<file path="src/rtl/imem_loader_pkg.sv">
// imem_loader_pkg: shared state encoding and widths for the instruction memory loader.
package imem_loader_pkg;

    localparam int BYTE_W  = 8;
    localparam int INSTR_W = 16;

    typedef enum logic [3:0] {
        IDLE,
        LEN_HI,
        LEN_LO,
        DATA_HI,
        DATA_LO,
        WRITE,
        CSUM,
        FINISH,
        DONE,
        ERROR
    } state_t;

endpackage

</file>
<file path="src/rtl/imem_loader.sv">
// imem_loader: streams a length-prefixed big-endian byte image into instruction memory, holding the CPU until done.
// IMEM_LOADER_CHECKSUM_EN adds a trailing XOR checksum byte over the data bytes.
import imem_loader_pkg::*;

module imem_loader #(
    parameter int ADDR_W    = 16,
    parameter int DEPTH     = 1024,
    parameter int BASE_ADDR = 0
) (
    input  logic               clock,
    input  logic               reset_n,
    input  logic               start,
    input  logic [BYTE_W-1:0]  rx_data,
    input  logic               rx_valid,
    output logic               rx_ready,
    output logic               mem_wen,
    output logic [ADDR_W-1:0]  mem_addr,
    output logic [INSTR_W-1:0] mem_wdata,
    output logic               cpu_hold,
    output logic               busy,
    output logic               done,
    output logic               error,
    output logic [ADDR_W-1:0]  words_loaded
);

`ifdef IMEM_LOADER_CHECKSUM_EN
    localparam state_t AFTER_DATA = CSUM;
`else
    localparam state_t AFTER_DATA = FINISH;
`endif

    state_t            state, state_nxt;
    logic [15:0]       len, len_full;
    logic [BYTE_W-1:0] hold, csum;
    logic              fire, last_word, can_start;

    assign rx_ready  = state inside {LEN_HI, LEN_LO, DATA_HI, DATA_LO, CSUM};
    assign fire      = rx_valid && rx_ready;
    assign len_full  = {len[15:8], rx_data};
    assign last_word = 32'(words_loaded) == 32'(len);
    assign can_start = state inside {IDLE, DONE, ERROR};
    assign done      = state inside {FINISH, DONE};
    assign error     = state == ERROR;
    assign cpu_hold  = !done;
    assign busy      = state inside {LEN_HI, LEN_LO, DATA_HI, DATA_LO, WRITE, CSUM};

    always_ff @(posedge clock or negedge reset_n) begin
        if (!reset_n) state <= IDLE;
        else          state <= state_nxt;
    end

    always_comb begin
        state_nxt = state;
        case (state)
            IDLE, DONE, ERROR: state_nxt = start ? LEN_HI : state;
            LEN_HI:  state_nxt = fire ? LEN_LO : state;
            LEN_LO:  state_nxt = !fire ? state : len_full == 16'd0 ? AFTER_DATA :
                                 32'(len_full) > DEPTH ? ERROR : DATA_HI;
            DATA_HI: state_nxt = fire ? DATA_LO : state;
            DATA_LO: state_nxt = fire ? WRITE : state;
            WRITE:   state_nxt = last_word ? AFTER_DATA : DATA_HI;
            CSUM:    state_nxt = !fire ? state : rx_data == csum ? FINISH : ERROR;
            FINISH:  state_nxt = DONE;
            default: state_nxt = IDLE;
        endcase
    end

    // The word is registered on the low byte so the write lands one cycle later with rx_ready low.
    always_ff @(posedge clock or negedge reset_n) begin
        if (!reset_n) begin
            len          <= '0;
            hold         <= '0;
            csum         <= '0;
            mem_wen      <= 1'b0;
            mem_addr     <= ADDR_W'(BASE_ADDR);
            mem_wdata    <= '0;
            words_loaded <= '0;
        end else begin
            mem_wen <= 1'b0;
            if (can_start && start) begin
                words_loaded <= '0;
                csum         <= '0;
            end
            if (fire) begin
                case (state)
                    LEN_HI:  len[15:8] <= rx_data;
                    LEN_LO:  len[7:0]  <= rx_data;
                    DATA_HI: begin
                        hold <= rx_data;
                        csum <= csum ^ rx_data;
                    end
                    DATA_LO: begin
                        mem_wen      <= 1'b1;
                        mem_wdata    <= {hold, rx_data};
                        mem_addr     <= ADDR_W'(BASE_ADDR) + words_loaded;
                        words_loaded <= words_loaded + 1'b1;
                        csum         <= csum ^ rx_data;
                    end
                    default: ;
                endcase
            end
        end
    end

endmodule

</file>
<file path="config.mk">
export PLATFORM = sky130hd
export DESIGN_NAME = imem_loader
export DESIGN_NICKNAME = d
export VERILOG_FILES = /design/src/rtl/imem_loader_pkg.sv /design/src/rtl/imem_loader.sv
export SDC_FILE = /design/constraint.sdc
export NUM_CORES = 1
export LEC_CHECK = 0
export BUFFER_PORTS_ARGS = -buffer_cell sky130_fd_sc_hd__buf_4
export CAP_MARGIN = 5
export CELL_PAD_IN_SITES_DETAIL_PLACEMENT = 2
export CELL_PAD_IN_SITES_GLOBAL_PLACEMENT = 2
export CORE_MARGIN = 5
export CORE_UTILIZATION = 30
export CTS_CLUSTER_DIAMETER = 150
export DETAILED_ROUTE_END_ITERATION = 7
export PLACE_DENSITY_LB_ADDON = 0.1
export SLEW_MARGIN = 20
export SYNTH_ARGS = -nofsm -noshare
export SYNTH_HDL_FRONTEND = slang
export SYNTH_SLANG_ARGS = --single-unit
</file>
<file path="constraint.sdc">
create_clock -name clock -period 4.4 [get_ports clock]
set_clock_uncertainty 0.2 [all_clocks]
set_input_delay 0.88 -clock clock [delete_from_list [all_inputs] [get_ports clock]]
set_output_delay 0.88 -clock clock [all_outputs]
set_load 0.1 [all_outputs]
</file>
==> results.cfg <==
[setup_path]
r2r_setup_slack_ns = 1.55
cp_top_family = flip-flops
path_buf_inv = 3
reg2reg_from = state[2]
crit_fanout = 14
worst_setup_path_start_kind = register
crit_chain = inv_1 -> nand2_1 -> o22ai_2 -> inv_1 -> buf_4
critPathRequiredTime_ns = 3.32
max_stage_delay_ns = 0.64
cp-startpoint = state[2]
path_common_cell = inv_1
worst-path-stages = 5
crit_path_end_kind = primary output
critPathKind = reg -> out
reg2reg_depth = 7
worstPathArrival_ns = 1.88
cpMaxStageDelayCell = dfrtp_1

[floorplanning]
die_h_um = 127
die_area_sq_um = 16100
row_count = 42
start_util_pct = 30.8
die_w_um = 127
coreArea_sq_um = 13300
ios = 66

[clocking]
clk_pin_slew_ns = 0.06
cts_setup_buffers = 0
cts_resized = 0
numCtsBuffers = 9
clockBufferDepth = 2
clkSinkCount = 85
htreeDepth = 3
cts_tree = done
insertion_delay_ns = 0.34
hold_buffers = 0
clock-root-buffer = clkbuf_16

[synth]
synth_edf_count = 0
synth_warnings = 0
synth-async-reset-ratio_pct = 100
syn_area_sq_um = 4100
syn_nets = 439
synthCells = 426
synth.avg_cell_area_sq_um = 9.62
ys_seq_elements = 85
ys_types = 51
synthFlopType = dfrtp_1
synth_seq_area_share_pct = 51.9

[power_and_ir_drop]
p_int_uw = 1920
ir_worst_vdd_v = 0.000527
power.switching_uw = 1710
leakagePower_uw = 0.00241
swShare_pct = 47.1
powerDensity_nw_per_um2 = 727
combPwrFrac_pct = 44.3
p_clk_share_pct = 21.7
p_seq_share_pct = 34.1

[timing]
fmax_ghz = 0.338
period_needed_ns = 2.96
fin_crit_sh_pct = 67.2
slew-limit-headroom_pct = 49.2
finalMaxSlewViolations = 0
hold_viol = 0
tns_ns = 0
setup_viol = 0
worst_pin_slew_ns = 0.759
rsz0062_at_grt = false

[route]
viasPerCell = 4.92
drtIter0Drc = 125
wirelength_um = 11900
antenna_left = 0
routedWlPerCell_um = 18.1
num_vias = 3238
drtPass1Iterations = 4
route.detailed.drc = 0

[global_routing]
grt_pass1_vias = 3544
overflow = 0
antenna_found_initial = 0
grt_usage_pct = 15.5
grt_max_degree = 74
grt_pass1_wl_um = 19700

[placed_design]
gp_congestion = 0.780
place_hpwl_um = 8470
place.port_buffers = 65

[min_path]
hold_path.startpoint = mem_addr[9]
hold_depth = 2
hold_path.class = reg -> reg

[finish]
most-common-layout-cells = nand2_1, dfrtp_1, buf_4
nNetsFinal = 490
multi_input_area_sq_um = 1810
layout-drive-gt1-share_pct = 24.5
final_util_pct = 37.6
area.growth.synth_to_final_pct = 22.1
seq_area_sq_um = 2130
insertedDiodeCount = 0
final_common_cell = nand2_1
nFillCells = 1458

[flow_run]
drv_cap = 0

[status]
status = finished clean
==> metrics by stage <==
| stage | area (sq um) | setup slack, ns | instances | total power, uW | hold slack (ns) |
|---|---|---|---|---|---|
| CTS | 4990 | 1.43 | 658 | 3690 | 0.281 |
| finish | 5000 | 1.44 | 658 | 3640 | 0.274 |
| global route | 5000 | 1.26 | 658 | 3850 | 0.308 |
| detailed placement | 4690 | 1.19 | 642 | 2880 | 0.263 |
| floorplan | 4100 | 0.745 | 426 | 2490 | 0.235 |
| global placement | 4690 | 1.30 | 642 | 2840 | 0.257 |
==> cells by family (layout without fill, tap and decap cells) <==
logic type	after synthesis	in the layout	share of synthesized area (%)
AOI/OAI and AO/OA	57	57	8.31
xor gates and xnor gates	29	29	6.20
adders and majority gates	1	1	0.305
buffers and inverters	35	91	4.22
DFF	85	85	51.9
muxes	27	27	7.33
and+or+nand+nor	192	192	21.7
==> power by group through the flow <==
stage          clock [uW]  sequential (uW)  combinational [uW]
6_report              788             1240                1610
2_1_floorplan           0             1690                 797
3_5_place_dp            0             1250                1630
5_1_grt               857             1280                1720
3_3_place_gp            0             1240                1600
4_1_cts               819             1240                1630
==> area by class of cell <==
type                    instances  share of cell area, %
well taps                     176                   4.40
multi-input cells             306                   36.1
flip-flops and latches         85                   42.5
clock inverters                 5                   1.30
repair buffers                 68                   10.3
inverters                       7                  0.525
clock buffers                  11                   4.85
==> worst register-to-register path, delay by kind of cell, from the launching register on <==
| family | cells | cell delay [ns] |
|---|---|---|
| AOI/OAI and AO/OA | 1 | 0.16 |
| buffers and inverters | 2 | 0.46 |
| DFF | 1 | 0.64 |
| and+or+nand+nor | 4 | 1.31 |
==> path summary, 6_finish.rpt <==
| check | end |
|---|---|
| setup / recovery | cpu_hold |
| hold / removal | mem_addr[9] |
| setup reg to reg | words_loaded[9] |
| hold reg to reg | mem_addr[9] |
| max in group asynchronous | len[15] |
| min in group asynchronous | state[1] |
==> cell usage after synthesis, drive strengths merged, types with 2 or more instances <==
library cell,count,area [sq um]
nand2,114,433
dfrtp,85,2130
o21ai,26,130
mux2,24,270
nor2,24,92.6
buf,20,115
xor2,16,140
xnor2,13,114
a21oi,11,55.1
nand2b,11,68.8
clkbuf,8,31.3
nand4,8,50.1
inv,7,26.3
nor3,7,56.3
nor4,6,37.5
nand3,5,25.0
o211ai,4,30.0
o31ai,4,30.0
or3,4,30.0
mux2i,3,30.0
a31oi,2,12.5
and2,2,12.5
and3b,2,17.5
nor2b,2,12.5
nor3b,2,15.0
or4,2,15.0
==> registers in the layout (all words and copies together) (netlist names) <==
register and cells:
state 4, mem_wdata 16, csum 8, hold 8
mem_wen 1, words_loaded 16, mem_addr 16, len 16
==> routing by layer <==
metal  share of wire (%)  track usage (%)  routed length [um]
met2                  48             25.4                5790
met1                  47             20.6                5620
met5                   0                0                   0
met4                 1.3             5.11                 156
met3                 3.2             3.28                 381
(Power assumes the default switching activity.)
